==> config.mk <==
export PLATFORM = sky130hd
export DESIGN_NAME = inst_fetcher
export DESIGN_NICKNAME = d
export VERILOG_FILES = /design/src/rtl/inst_fetcher.sv
export SDC_FILE = /design/constraint.sdc
export NUM_CORES = 1
export LEC_CHECK = 0
export ABC_AREA = 1
export ABC_CLOCK_PERIOD_IN_PS = 2450
export CAP_MARGIN = 10
export CORE_ASPECT_RATIO = 0.5
export CORE_MARGIN = 2
export CORE_UTILIZATION = 30
export DETAILED_ROUTE_END_ITERATION = 10
export PLACE_DENSITY = 0.56
export SETUP_SLACK_MARGIN = 0.4
export SYNTH_ARGS = -nofsm -noshare
export SYNTH_HDL_FRONTEND = slang
export SYNTH_SLANG_ARGS = --single-unit
==> constraint.sdc <==
create_clock -name clk_in -period 2.45 [get_ports clk_in]
set_input_delay 0.245 -clock clk_in [delete_from_list [all_inputs] [get_ports clk_in]]
set_output_delay 0.245 -clock clk_in [all_outputs]
set_load 0.01 [all_outputs]
==> src/rtl/inst_fetcher.sv <==
// ----------------------------------------------------------------------------
// inst_fetcher
//
// Front-end instruction fetch unit. It keeps a program counter and issues one
// fetch at a time to the instruction cache. Returned instructions go into a
// small circular queue of {address, instruction} pairs. The queue head is
// presented to the decoder.
//
// A flush from the reorder buffer (rob_clear) or a decoder redirect
// (dec_redirect) does three things: it empties the queue, it reloads the PC,
// and it makes sure the one fetch that may still be in flight is thrown away
// when it returns.
//
// Ports
//   clk_in, rst_in          clock, asynchronous active-low reset
//   rdy_in                  global ready; low freezes every piece of state
//   ic_req_valid/addr       fetch request to the instruction cache
//   ic_resp_valid/inst      one-cycle response pulse from the cache
//   dec_valid/inst_addr/inst  queue head presented to the decoder
//   dec_stall               decoder cannot take the head this cycle
//   dec_redirect/set_addr   decoder-resolved redirect and its target
//   rob_clear/set_addr      misprediction flush and the correct-path target
// ----------------------------------------------------------------------------
module inst_fetcher #(
   parameter int          IQ_DEPTH_BIT = 2,
   parameter logic [31:0] RESET_PC     = 32'h0000_0000
) (
   input  logic        clk_in,
   input  logic        rst_in,
   input  logic        rdy_in,
   output logic        ic_req_valid,
   output logic [31:0] ic_req_addr,
   input  logic        ic_resp_valid,
   input  logic [31:0] ic_resp_inst,
   output logic        dec_valid,
   output logic [31:0] dec_inst_addr,
   output logic [31:0] dec_inst,
   input  logic        dec_stall,
   input  logic        dec_redirect,
   input  logic [31:0] dec_set_addr,
   input  logic        rob_clear,
   input  logic [31:0] rob_set_addr
);

   localparam int DEPTH = 1 << IQ_DEPTH_BIT;

   localparam logic [1:0] ST_IDLE    = 2'd0;
   localparam logic [1:0] ST_WAIT    = 2'd1;
   localparam logic [1:0] ST_DISCARD = 2'd2;

   localparam logic [IQ_DEPTH_BIT-1:0] PTR_ONE  = IQ_DEPTH_BIT'(1);
   localparam logic [IQ_DEPTH_BIT:0]   CNT_ONE  = (IQ_DEPTH_BIT+1)'(1);
   localparam logic [IQ_DEPTH_BIT:0]   CNT_ZERO = (IQ_DEPTH_BIT+1)'(0);
   localparam logic [IQ_DEPTH_BIT:0]   CNT_FULL = (IQ_DEPTH_BIT+1)'(DEPTH);

   // Architectural state
   logic [31:0]             pc;
   logic [31:0]             req_addr;
   logic [1:0]              state;
   logic [IQ_DEPTH_BIT-1:0] head;
   logic [IQ_DEPTH_BIT-1:0] tail;
   logic [IQ_DEPTH_BIT:0]   count;
   logic [31:0]             addr_mem [DEPTH];
   logic [31:0]             inst_mem [DEPTH];

   // Next-state values
   logic [31:0]             pc_nxt;
   logic [31:0]             req_addr_nxt;
   logic [1:0]              state_nxt;
   logic [IQ_DEPTH_BIT-1:0] head_nxt;
   logic [IQ_DEPTH_BIT-1:0] tail_nxt;
   logic [IQ_DEPTH_BIT:0]   count_nxt;

   // Per-cycle control decisions
   logic        flush;
   logic [31:0] flush_addr;
   logic        q_full;
   logic        req_fire;
   logic        push;
   logic        pop;

   // Qualify every control event with rdy_in so a low rdy_in freezes all state.
   always_comb begin
      flush      = rdy_in & (rob_clear | dec_redirect);
      // rob_clear outranks a decoder redirect raised in the same cycle.
      flush_addr = rob_clear ? rob_set_addr : dec_set_addr;
      q_full     = (count == CNT_FULL);
      // Nothing can be in flight in IDLE, so the queue occupancy alone
      // decides whether a response would find room. The request is also
      // gated with rst_in so that it stays low while reset is held.
      req_fire   = rst_in & rdy_in & (state == ST_IDLE) & ~q_full & ~flush;
      // A response that arrives together with a flush belongs to the wrong
      // path, so it is never pushed.
      push       = rdy_in & (state == ST_WAIT) & ic_resp_valid & ~flush;
      pop        = rdy_in & (count != CNT_ZERO) & ~dec_stall & ~dec_redirect & ~rob_clear;
   end

   // Drive the cache request and the decoder view of the queue head.
   always_comb begin
      ic_req_valid  = req_fire;
      ic_req_addr   = pc;
      dec_valid     = (count != CNT_ZERO);
      dec_inst_addr = addr_mem[head];
      dec_inst      = inst_mem[head];
   end

   // Compute the next fetch-FSM state.
   always_comb begin
      state_nxt = state;
      case (state)
         ST_IDLE: begin
            if (req_fire) begin
               state_nxt = ST_WAIT;
            end else begin
               state_nxt = ST_IDLE;
            end
         end
         ST_WAIT: begin
            if (!rdy_in) begin
               state_nxt = ST_WAIT;
            end else if (ic_resp_valid) begin
               // This is taken both for a normal response and for one that
               // is dropped because a flush arrives in the same cycle.
               state_nxt = ST_IDLE;
            end else if (flush) begin
               // The request is still outstanding, so its response has to
               // be absorbed before a new fetch can start.
               state_nxt = ST_DISCARD;
            end else begin
               state_nxt = ST_WAIT;
            end
         end
         ST_DISCARD: begin
            if (rdy_in && ic_resp_valid) begin
               state_nxt = ST_IDLE;
            end else begin
               state_nxt = ST_DISCARD;
            end
         end
         default: begin
            state_nxt = ST_IDLE;
         end
      endcase
   end

   // Compute the next PC and the latched request address.
   always_comb begin
      pc_nxt       = pc;
      req_addr_nxt = req_addr;
      if (flush) begin
         pc_nxt = flush_addr;
      end else if (push) begin
         pc_nxt = req_addr + 32'd4;
      end else begin
         pc_nxt = pc;
      end
      if (req_fire) begin
         req_addr_nxt = pc;
      end else begin
         req_addr_nxt = req_addr;
      end
   end

   // Compute the next queue pointers and occupancy.
   always_comb begin
      head_nxt  = head;
      tail_nxt  = tail;
      count_nxt = count;
      if (flush) begin
         // A flush never coincides with a push, so tail stays put and the
         // queue is emptied by moving head onto it.
         head_nxt  = tail;
         tail_nxt  = tail;
         count_nxt = CNT_ZERO;
      end else begin
         if (push) begin
            tail_nxt = tail + PTR_ONE;
         end else begin
            tail_nxt = tail;
         end
         if (pop) begin
            head_nxt = head + PTR_ONE;
         end else begin
            head_nxt = head;
         end
         case ({push, pop})
            2'b10:   count_nxt = count + CNT_ONE;
            2'b01:   count_nxt = count - CNT_ONE;
            default: count_nxt = count;
         endcase
      end
   end

   // Register the PC, the FSM state and the queue control.
   always_ff @(posedge clk_in or negedge rst_in) begin
      if (!rst_in) begin
         pc       <= RESET_PC;
         req_addr <= RESET_PC;
         state    <= ST_IDLE;
         head     <= '0;
         tail     <= '0;
         count    <= CNT_ZERO;
      end else begin
         pc       <= pc_nxt;
         req_addr <= req_addr_nxt;
         state    <= state_nxt;
         head     <= head_nxt;
         tail     <= tail_nxt;
         count    <= count_nxt;
      end
   end

   // Write returned instructions into the queue storage at the tail.
   always_ff @(posedge clk_in or negedge rst_in) begin
      if (!rst_in) begin
         for (int i = 0; i < DEPTH; i++) begin
            addr_mem[i] <= 32'h0000_0000;
            inst_mem[i] <= 32'h0000_0000;
         end
      end else if (push) begin
         addr_mem[tail] <= req_addr;
         inst_mem[tail] <= ic_resp_inst;
      end
   end

endmodule
==> After elaboration in Yosys (flattened, before gate mapping) <==
Cells that the tools add are included.
{ "word_totals": {"regBits": 329, "output_inout_bits": 98, "memories": 0, "rom_bits": 0, "latch_bits": 0, "ramBits": 0} }
{ "op_classes": {"bitwise_logic": 20, "div": 0, "magnitude_cmp": 3, "mul": 0, "n_mux": 23, "n_shift": 0, "n_reduce_logical": 8, "n_eq_ne": 5, "addsub": 5} }
{ "op_table": {"columns": ["cell", "count"], "rows": [
  ["$bwmux W128", 2],
  ["$mux W32", 8],
  ["$bmux W32 S2", 2],
  ["$demux W32 S2", 1],
  ["$add A32 B3 Y32 const B", 1],
  ["$and A1 B1 Y1", 12],
  ["$mux W2", 6],
  ["$ge A3 B3 Y1 const B", 2],
  ["$not A2 Y3", 2],
  ["$pmux W2 S3", 1],
  ["$pmux W3 S2", 1],
  ["$reduce_bool A3 Y1", 2],
  ["$not A1 Y1", 5],
  ["$add A2 B1 Y2 const B", 2],
  ["$eq A2 B1 Y1 const B", 2],
  ["$eq A2 B2 Y1 const B", 2],
  ["$reduce_bool A2 Y1", 2],
  ["$add A3 B1 Y3 const B", 1],
  ["$eq A3 B3 Y1 const B", 1],
  ["$lt A3 B1 Y1 const B", 1],
  ["$mux W3", 1],
  ["$sub A3 B1 Y3 const B", 1],
  ["$logic_and A1 B1 Y1", 2],
  ["$logic_not A2 Y1", 1],
  ["3 further kinds", 3]
]} }

==> Longest topological paths before layout <==
Gate-level depths: netlist of the first run.
{ "logic_depth": {"depth_word": 8, "mapped_depth": 12} }

==> Least setup slack after synthesis of the first run <==
OpenSTA, ideal clock, no wires.
{ "synth_timing": {"kind": "reg-to-reg", "from": "reg state[1]", "to": "reg count[2]", "arrival_ns": 1.777, "stages_incl_launch_ff": 12, "required_time_ns": 2.334, "slack_ns": 0.557, "setup_time_ns": 0.116, "period_less_slack_ns": 1.893, "cell_sequence": "dfrtp_1 inv_1 nand2_1 nor2_4 inv_2 nor2_8 nor2_1 fa_1 xor2_1 xor2_1 nand2_1 nand2_1"} }
{ "synth_via": {"elab_chain_cells": 7} }
{ "synth_rtl": {"columns": ["element", "line_no", "text"], "rows": [
  ["start, declared", "59", "logic [1:0] state;"],
  ["start signal, assigned", "206", "state <= state_nxt;"],
  ["$eq A2 B1 Y1 *", "94", "push = rdy_in & (state == ST_WAIT) & ic_resp_valid & ~flush;"],
  ["$and A1 B1 Y1 * (3 in a row)", "94", null],
  ["$eq A2 B1 Y1 / $eq A2 B2 Y1 (equally long branches)", "186", "case ({push, pop})"],
  ["$pmux W3 S2", "186", null],
  ["$mux W3", "169", "if (flush) begin"],
  ["end signal, assigned", "209", "count <= count_nxt;"],
  ["end, declared", "62", "logic [IQ_DEPTH_BIT:0] count;"]
]} }
Every way passes the cells marked *; elsewhere a longest branch is shown, timed or not.
A chain may end at the register's enable or synchronous reset.

==> Final worst setup path of the first run <==
{ "layout_timing": {"from": "reg head[0]", "to": "out dec_inst_addr[18]"} }
{ "layout_via": {"elab_chain_cells": 4} }
{ "layout_rtl": {"columns": ["element", "line_no", "text"], "rows": [
  ["start, declared", "60", "logic [IQ_DEPTH_BIT-1:0] head;"],
  ["start signal, assigned", "207", "head <= head_nxt;"],
  ["$not A2 Y3 (not written as such)", "103", "dec_inst_addr = addr_mem[head];"],
  ["$bmux W32 S2", "103", null],
  ["$mux W32 (not written as such) (2 in a row)", "103", null],
  ["end, declared", "36", "output logic [31:0] dec_inst_addr,"]
]} }
Every way passes these cells. The select of a mux whose other input is x is not followed.

==> impl_summary.md, run 1 <==
Routing
The aggregate routed wire length is 48960 µm. In the final routed layout, each cell accounts on average for 17.50 µm. The residual DRC count is 2. The first detailed-routing pass ran for 8 iterations. The count of routing violations after the opening detailed-route iteration is 1096. The total vias in the final route is 13520. The via-per-instance ratio is 4.834. The detail route stage leaves a number of antenna-violating nets equal to 0.

Global routing
Global routing used 17.78% of the available tracks across all layers. The initial antenna violation count is 0. The number of global-route vias before repair was 13460. The first global-routing pass estimated 77530 µm of wire.

The total overflow reported by the global router is 0. Entering global routing, the biggest net connects 148 pins.

Pwr
The total internal power is 0.01375 W. In this run, the clock network consumes 24.8% of the power. The combinational share of power is 39.3%. The total power divided by cell area is 1070 nW/µm². The part of the total power dissipated in sequential elements is 35.9%. For this design the total switching power over the nets is 0.008136 W. Summed over all cells, the static leakage comes to 9.340 nW. In this run switching power makes up 37.17% of total power. The worst-case IR drop observed on VDD is 0.4242 mV.

Min path
The type of the most critical hold path is input port to flip-flop. Along the worst hold path, the cell count comes to 3.

Synthesis
In this run, synthesis produced a sequential element count of 329. Yosys attributes the largest share of cell area to dfrtp_1, nand2_1, o21ai_2, o21ai_0, nor2_1. Sequential elements use 51.63% of the synthesized area. The average instance area after synthesis is 8.537 µm². The number of cells produced by synthesis is 1868. In the synthesized netlist the dominant register cell turns out to be dfrtp_1.

In this run, synthesis inferred 0 flip-flops with an integrated enable. Synthesis instantiated 32 different standard cells from the library. Among all cell types in the netlist, the one instantiated most often is nand2_1. The synthesized net count is 1977. The area share of the leading cell type in the synthesized netlist is 51.63%. The cell type with the highest aggregate area in the netlist is dfrtp_1. The cell area that synthesis handed to floorplanning was 15950 µm². Sorting the synthesized cells by how often they occur yields nand2_1, dfrtp_1, nor2_1, o21ai_0, o21ai_1. Counting flops with an async set or reset pin after synthesis yields a share of 100.0%. During synthesis, Yosys emitted a total of 0 warnings.

Floorplan
Measured along the x axis, the die boundary spans 330.1 µm. In this run the vertical extent of the chip is 167.0 µm. The area of the die is 55130 µm².

The initial core utilization is 30.51%. The standard-cell row count is 59. The count of boundary I/O pins is 201.

The core region is 52270 µm².

Timing
The transition at the pin with the smallest max-transition slack is 932.3 ps. Clock skew on the completed layout was measured at 16.91 ps. The count of endpoints failing setup in the final report is 0. The worst pin sits at a relative slew slack of 37.84%. For this run, the top clock speed supported by timing is 451.0 MHz.

Setup repair after global routing could not meet its margin everywhere. The post-layout minimum cycle time is 2217 ps. The post-route fraction of the period consumed by the critical path is 90.49%. In the post-route analysis, the smallest setup slack over all paths is 232.9 ps. The total count of hold-check failures in the final report is 0.

The max-slew violation count is 0. Setup total negative slack on the finished layout was measured at 0 ps.

Outcome
The flow ran to the end, but the final reports show violations. The checks that failed: design-rule violations.

Clock tree
In this run the deepest clock path goes through 3 buffers. The clock sink total is 329. The clock slew at the register clock pins of the worst setup and hold paths is 60 ps.

The number of buffers inserted during clock tree synthesis is 35. The cell sitting at the root of the clock tree is a clkbuf_16. The maximum level of the CTS H-tree is 2.

The clock latency on the worst-skew pair is 530 ps. The clock tree from TritonCTS is yes.

Place
The number of placed instances, taps included, is 2696. The post-placement setup slack is 222.6 ps. The port buffer count is 200. The total half-perimeter wirelength after legalization and detailed placement is 31030 µm. The routability-driven placement congestion ratio is 0.9166.

The post-detailed-placement cell area is 18630 µm².

Critical path
The required time of the critical path is 2200 ps. The largest fanout on the critical path is 10. The path depth of the worst reg2reg path is 10. The critical path endpoint category is an output port. The worst setup path is launched from a flip-flop.

The class of the most critical setup path is flip-flop to output port. The data arrival time of the critical path is 1970 ps.

Run
The number of maximum-capacitance constraint violations is 0.

Final layout
From synthesis to final layout, the design area changed by 28.25%. The finished cells cover 20450 µm². The post-route netlist has 18.46% of its cells at a drive strength greater than 1. For this run, the number of standard cells in the final layout without fillers is 2797.

The number of antenna diodes in the final layout is 0. The fill cell total of the finished layout is 5317. The count of nets after finishing is 2181.
metrics by stage:
stage / hold slack [ps] / utilization, % / power (W)
6_report: 346.7 / 39.13 / 0.02189
3_5_place_dp: 455.2 / 35.64 / 0.01553
3_3_place_gp: 451.5 / 35.64 / 0.01546
5_1_grt: 343.2 / 39.13 / 0.02332
4_1_cts: 324.1 / 38.81 / 0.02184
2_1_floorplan: -50.59 / - / 0.01186
final cells by class:
type / count / area [µm²] / share of cell area, %
flip-flops and latches: 329 / 8238 / 40.28
repair buffers: 291 / 3107 / 15.19
clock buffers: 52 / 1011 / 4.943
clock inverters: 9 / 141.4 / 0.6913
multi-input cells: 1307 / 6664 / 32.58
inverters: 108 / 412.9 / 2.019
well taps: 701 / 877.1 / 4.289
per-layer routing:
metal / global-route usage [%] / vias up / part of all wire, %
li1: - / 6596 / -
met1: 25.33 / 6599 / 47
met2: 28.28 / 257 / 47
met3: 2.716 / 68 / 3.8
met4: 4.407 / 0 / 2.2
met5: 0 / - / 0
registers in the layout, summed over array words and instances, names as in the netlist:
register / count
addr_mem: 128
state: 2
ic_req_addr: 32
req_addr: 32
tail: 2
inst_mem: 128
head: 2
count: 3
cell usage in the layout (no fill, tap or decap), types with 3 or more instances in the layout:
master,netlist,layout
buf_16,0,15
o21ai_1,147,182
o21ai_2,109,122
nand2_1,452,452
or2_2,5,5
nand3_1,35,35
buf_6,52,4
buf_8,0,4
o22ai_1,64,43
o21ai_0,182,133
bufinv_16,0,3
clkbuf_8,0,5
clkbuf_16,0,39
clkdlybuf4s50_1,0,134
buf_4,2,42
dfrtp_1,329,327
xor2_1,10,10
o211ai_1,6,6
clkinv_2,0,3
o221ai_1,3,3
ha_1,5,5
nand2_4,4,4
inv_1,105,103
buf_2,16,61
a31oi_1,6,6
a21oi_1,19,19
nor2_1,234,217
o22ai_2,0,21
buf_12,0,25
nor2_2,0,16
inv_2,3,4
o31ai_1,14,14
clkbuf_1,51,11
nor2_4,3,4
cell families after synthesis:
| group | after synthesis | share of synthesized area, % |
|---|---|---|
| XOR/XNOR | 11 | 0.6041 |
| AND/OR/NAND/NOR | 739 | 18.35 |
| buffers and inverters | 232 | 8.082 |
| AO/OA/AOI/OAI | 551 | 20.82 |
| flip-flops | 329 | 51.63 |
| adder cells (fa/ha/maj) | 6 | 0.5179 |
power groups by stage:
stage                     Clock (W)  Combinational, W  Sequential (W)
after floorplan                   0           0.00423         0.00762
after global placement            0           0.00759         0.00787
after detailed placement          0           0.00764         0.00789
after CTS                   0.00555           0.00846         0.00783
after global routing        0.00581           0.00946         0.00805
final                       0.00543           0.00860         0.00786
worst max-delay path, stage by stage, from the launching register on:
cell and delay (ps):
dfrtp_4 540, inv_8 110, buf_12 130, buf_12 100, buf_16 110, o21ai_0 80
o22ai_1 190, buf_2 170
final timing paths:
check | startpoint | endpoint | slack (ps)
setup / recovery | head[0] | dec_inst_addr[18] | 230
max in group asynchronous | rst_in | addr_mem[97] | 1110
hold / removal | ic_resp_inst[18] | inst_mem[114] | 350
hold reg to reg | addr_mem[83] | addr_mem[83] | 480
min in group asynchronous | rst_in | count[0] | 500
setup reg to reg | state[1] | inst_mem[2] | 590
what timing repair did:
action | CTS | global route
hold buffers | 1 | 0
pin swaps | 48 | 19
setup buffers | 18 | 5
cloned | 13 | 3
endpoints found under the hold margin | 139 | 0
gates resized for setup | 369 | 25
endpoints found under the setup margin | 65 | 66
No activity file was read; power rests on OpenSTA's default activity.
==> run 2, diff against run 1 <==
- SLEW_MARGIN: unset -> 40
==> impl_summary.md, run 2 (synthesis gave the netlist of run 1 again) <==
Outcome
The run finished, with violations left. The final reports fail on design-rule violations.

Timing
For this run, the top clock speed supported by timing is 449.7 MHz. For the pin with the worst max-slew slack, the measured transition is 558.0 ps. Hold timing on the final database bottoms out at a slack of 348.0 ps.

The count of endpoints failing setup in the final report is 0. The max-slew violation count is 0. Across all setup checks in the final design, the least slack found is 226.4 ps. The setup skew after layout is 16.07 ps. The total count of hold-check failures in the final report is 0. Measured against its own limit, the worst slew margin works out to 62.80%. The post-layout minimum cycle time is 2224 ps. Setup repair after global routing could not meet its margin everywhere. Of the available clock period, the critical path in the final layout requires 90.76%. The sum of negative setup slack is 0 ps.

Critical path
Data arrives at the worst endpoint at 1980 ps. The required time of the critical path is 2200 ps. Setup slack on the worst reg-to-reg path comes out at 610 ps. The number of buffers and inverters on the critical path is 5. The terminus of the critical flop-to-flop path is count[2]. The class of the most critical setup path is flip-flop to output port. STA classifies the critical path startpoint as a flip-flop. The launch point of the worst reg-to-reg path is state[1]. The most used cell along the critical path is buf_12. The critical path's slowest cell is dfrtp_4. The signal on the critical path passes through inv_8, buf_12, buf_12, buf_16, nor2_1, o22ai_2, buf_2. Of all nets on the critical path, the largest fanout is 10. Measured in cells, the most critical reg-to-reg path has a length of 11.

On the worst path, the slowest cell contributes a delay of 540 ps. In this design, the largest share of critical-path delay is due to buffers and inverters. The worst setup path is captured at an output port.

Global routing
The pin count of the biggest net entering global routing is 148. The total overflow reported by the global router is 0. The wire length of the first global-routing pass is 77530 µm.

The initial antenna violation count is 0. The number of global-route vias before repair is 13460. Across every metal layer, demand over resource in global routing totals 17.78%.

Floorplan
The floorplan core area is 52270 µm². The floorplan step set the die width to 330.1 µm. The standard-cell row count is 59.

The area of the die is 55130 µm². The count of boundary I/O pins is 201. The initial core utilization is 30.51%. The vertical die dimension is 167.0 µm.

Place
The port buffer count is 200. The post-placement setup slack is 222.6 ps. At the end of routability-driven placement, the weighted congestion stood at 0.9166. The post-detailed-placement cell area is 18630 µm². Detailed placement ended at an HPWL of 31030 µm.

Clock tree
The clock reaches the later pin of the worst-skew pair after 530 ps. The number of buffers inserted during clock tree synthesis is 35. The clock slew at the register clock pins of the worst setup and hold paths is 60 ps. The H-tree was split into 2 levels.

The maximum buffer depth of the clock tree is 3. The clock tree from TritonCTS is yes. The tree built by TritonCTS fans out to 329 sinks. The tree is rooted in a clkbuf_16.

Pwr
Power spread over the standard cell area amounts to 1068 nW/µm². The switching power is 0.008137 W. Per report_power, the combinational group accounts for 39.3% of the total. The part of the total power dissipated in sequential elements is 35.9%.

The worst voltage drop across the vdd grid is 0.4133 mV. Cell internal power was estimated by the tool at 0.01376 W. Net switching is 37.16% of the power. The completed layout was analyzed and its total power is 0.02190 W.

The leakage dissipation is 9.365 nW. The portion of total power attributed to the clock network is 24.8%.

Final layout
Summing all non-filler instances in the final layout gives an area of 20510 µm². 0 antenna diodes ended up in the layout. Of the cells placed in the final design, the portion with a size suffix greater than 1 is 18.54%. The combined area of the multi-input logic cells is 6664 µm².

The synthesis-to-finish area growth is 28.59%. In the final layout, flip-flops and latches occupy 8238 µm². The count of nets after finishing is 2183.

In the final layout, the registers with the most flip-flops are addr_mem x128, inst_mem x128. The library cells used most frequently in the layout, excluding fill and tap cells, are nand2_1, dfrtp_1, nor2_1, o21ai_1, clkdlybuf4s50_1. Leaving out fill and tap cells, the most frequent cell in the layout is nand2_1.

The fill cell total of the finished layout is 5309.

Min path
The endpoint with the worst hold slack is inst_mem[114]. The cell depth of the worst min-delay path is 3. The start point of the worst min-delay path is ic_resp_inst[18].

The type of the most critical hold path is input port to flip-flop.

Routing
The first-pass iteration count of the detailed router is 8. Dividing the detail-routed wire length by the instance count gives 17.47 µm. The first routing iteration left 1062 violations. The routed metal-1 wire length is 23020 µm. For this run, design rule violations remaining after detail routing come to 2.

Summed over all layers, the routed wires come to 48910 µm. The total vias in the final route is 13500. The number of routed nets with antenna violations is 0. The met2 wire length is 22920 µm. In the routed layout, each cell is associated on average with a via count of 4.824. Signal routing reaches up to met4. The wire length on met3 is 1905 µm.

Run
Across the run, the number of max-cap violations was 0.
## run 2: how the worst max path moves through the flow
stage                        start                 to  slack, ps  cells after the start
after floorplan           state[1]           count[2]        560                     11
after global placement     head[0]       dec_inst[23]        250                      5
after detailed placement    rdy_in           count[2]        220                     11
after CTS                  head[0]  dec_inst_addr[20]        210                      6
after global routing       head[0]  dec_inst_addr[18]        150                      7
final                      head[0]  dec_inst_addr[11]        230                      7
## run 2: per-stage QoR
step                utilization [%]  instances
finish                        39.23       2799
global route                  39.23       2799
CTS                           38.81       2789
detailed placement            35.64       2696
global placement              35.64       2696
floorplan                         -       1868
## run 2: timing repair
item / CTS / global route
hold buffers: 1 / 0
gates resized for setup: 369 / 25
pin swaps: 48 / 19
buffers inserted: 18 / 5
cloned: 13 / 3
endpoints found under the setup margin: 65 / 66
hold endpoints to repair: 139 / 0
## run 2: final cells by class
cell class	count	share of cell area, %
clock buffers	52	4.930
clock inverters	9	0.6895
well taps	701	4.277
repair buffers	293	15.42
flip-flops and latches	329	40.17
inverters	108	2.014
multi-input cells	1307	32.50
## run 2: worst register-to-register path, stage by stage, from the launching register on
cell	delay, ps
dfrtp_1	390
inv_1	60
nand2_1	100
nor2_4	140
inv_2	70
nor2_8	80
nor2_1	60
fa_1	380
xor2_1	170
xor2_1	170
nand2_1	70
nand2_1	50
## run 2: power by group through the flow
stage          registers [W]  logic (W)  clock network [W]
6_report             0.00785    0.00861            0.00543
5_1_grt              0.00805    0.00947            0.00582
4_1_cts              0.00783    0.00846            0.00555
3_5_place_dp         0.00789    0.00764                  0
3_3_place_gp         0.00787    0.00759                  0
2_1_floorplan        0.00762    0.00423                  0
## run 2: metal layers
metal,GRT usage (%),vias to the layer above
met5,0,-
met4,4.407,0
met3,2.716,68
met2,28.28,267
met1,25.33,6560
li1,-,6608
==> run 3, diff against run 2 <==
- CORE_UTILIZATION: 30 -> 35
- PLACE_DENSITY: 0.56 -> 0.63
==> impl_summary.md, run 3 (synthesis gave the netlist of run 1 again) <==
Outcome
The run finished with clean final reports.

Place
The placed instance count is 2591. The total half-perimeter wirelength after legalization and detailed placement is 29320 µm. Buffers placed on the I/O ports in this run total 200. The routability-driven placement congestion ratio is 0.8913.

Routing
Summed over all layers, the routed wires come to 48440 µm. The detail route stage leaves a number of antenna-violating nets equal to 0. For this block, the via count after detailed routing is 13690.

The pre-antenna-repair detailed-routing pass consisted of 5 iterations. The count of routing violations after the opening detailed-route iteration is 1054. The via-per-instance ratio is 5.061.

The post-detailed-route wirelength per cell is 17.91 µm. After detailed routing, the number of remaining DRC violations is 0.

Min path
The startpoint identified for the worst hold timing path is ic_resp_valid. The type of the most critical hold path is input port to flip-flop.

Critical path
The sort of element at the start of the critical path is a flip-flop. In this run the worst path has a maximum fanout of 7. The most numerous cell type found on the critical path is buf_12.

The worst setup path is captured at an output port. The launch point of the worst reg-to-reg path is state[1]. The critical path is of the flip-flop to output port type. On the critical path, the stage with the largest delay is an instance of dfrtp_4. Traced cell by cell, the critical path runs through buf_12, clkinv_16, buf_12, buf_12, buf_16, nor2_1, o22ai_1, buf_2. The largest single stage delay on the critical path is 530 ps. For the worst setup path, the data arrival time is 2110 ps. The beginning of the critical path is head[0]. For the worst setup path, the data required time is 2200 ps.

Clock tree
Counting the buffers created by CTS gives 31. The clock slew at the register clock pins of the worst setup and hold paths is 70 ps. The clock latency on the worst-skew pair is 580 ps. The tree is rooted in a clkbuf_16. The tree built by TritonCTS fans out to 329 sinks. CTS built an H-tree with a depth of 1.

The clock tree from TritonCTS is yes. The maximum buffer depth of the clock tree is 3.

Floorplan
For this configuration, the core starts out at a cell density of 35.38%. The vertical die dimension is 154.9 µm. The count of boundary I/O pins is 201. In this run the horizontal extent of the chip is 305.9 µm. The die covers 47390 µm². After floorplanning, the core was divided into 55 placement rows.

The floorplan core area is 45070 µm².

Timing
The transition at the pin with the smallest max-transition slack is 836.6 ps. Headroom to the max-slew limit came out at 44.22%. The count of endpoints failing setup in the final report is 0.

Based on the critical path, the design can be clocked at up to 424.5 MHz. Setup repair after global routing could not meet its margin everywhere. On the final layout, the worst clock skew is 12.63 ps. The total count of hold-check failures in the final report is 0. The max-slew violation count is 0. For the finished layout, the period the worst path requires is 2356 ps.

The sum of negative setup slack is 0 ps. The final critical path takes up 96.16% of the cycle.

Global routing
For this run, the total global-route usage over all layers was measured as 20.22%. The total overflow reported by the global router is 0. The first global-routing pass estimated 75930 µm of wire. The number of global-route vias before repair is 13080. Entering global routing, the biggest net connects 132 pins. The initial antenna violation count is 2.

Pwr
The leakage dissipation is 9.531 nW. Across the VDD grid, the largest voltage drop is 0.5182 mV. The total power divided by cell area is 1077 nW/µm².

Final layout
Leaving out fill and tap cells, the most frequent cells in the layout are nand2_1, dfrtp_1, o21ai_1, nor2_1, o21ai_2. Cells with a size suffix above 1 make up 22.95% of the layout. The synthesis-to-finish area growth is 32.22%. The number of non-filler instances in the completed layout is 2704. The library cell used most frequently in the layout, excluding fill and tap cells, is nand2_1.

In the final layout, the registers with the most flip-flops are addr_mem x128, inst_mem x128. At the end of the flow, the number of nets in the layout was 2194.

Run
The number of maximum-capacitance constraint violations is 0.
==> run 3: worst paths after layout <==
check / slack, ps / depth (start not counted) / end
worst max register to register: 580 / 11 / count[2]
max in group asynchronous: 1070 / 4 / addr_mem[112]
worst min register to register: 480 / 2 / inst_mem[93]
worst max-delay path: 90 / 8 / dec_inst_addr[13]
worst min-delay path: 280 / 2 / state[1]
min in group asynchronous: 340 / 3 / req_addr[0]
==> run 3: power breakdown <==
group	internal [W]	switching (W)	total [W]
combinational	0.00453	0.00546	0.00999
sequential	0.00682	0.00111	0.00793
clock	0.00263	0.00216	0.00479
total	0.0140	0.00873	0.0227
==> run 3: per-layer routing <==
| layer | track usage, % | wire length (µm) | vias up |
|---|---|---|---|
| met2 | 32.52 | 22700 | 308 |
| li1 | - | - | 6656 |
| met3 | 2.806 | 2118 | 70 |
| met1 | 28.84 | 22450 | 6651 |
| met5 | 0 | 0 | - |
| met4 | 5.208 | 1167 | 0 |
==> run 3: final cells by class <==
cell class	count	area, µm²
fillers	4305	23990
flip-flops and latches	329	8238
multi-input cells	1307	7188
repair buffers	307	3487
clock buffers	43	850.8
well taps	598	748.2
inverters	108	434.2
clock inverters	10	118.9
repair inverters	1	16.27
diodes	1	2.502
==> run 3: worst max-delay path: cells and delay by family, from the launching register on <==
family / cells / cell delay [ps]
buf+inv: 6 / 780
simple gates: 1 / 50
compound gates: 1 / 170
flops: 1 / 530
==> run 3: timing repair <==
item | in CTS | in global routing
hold buffers | 1 | 0
setup endpoints to repair | 65 | 66
endpoints found under the hold margin | 198 | 0
setup buffers | 26 | 7
pin swaps | 45 | 48
gates resized for setup | 423 | 168
gates cloned | 22 | 3
==> run 3: through the flow <==
stage / setup WS (ps) / cell area [µm²] / hold slack (ps) / power [W] / utilization (%)
6_report: 94.18 / 21080 / 284.2 / 0.02271 / 46.78
5_1_grt: 18.58 / 21080 / 269.1 / 0.02406 / 46.78
4_1_cts: 75.48 / 20490 / 263.7 / 0.02194 / 45.45
3_5_place_dp: 179.1 / 18440 / 364.5 / 0.01536 / 40.92
3_3_place_gp: 196.4 / 18440 / 374.8 / 0.01527 / 40.92
2_1_floorplan: 556.8 / 15950 / -50.59 / 0.01186 / -
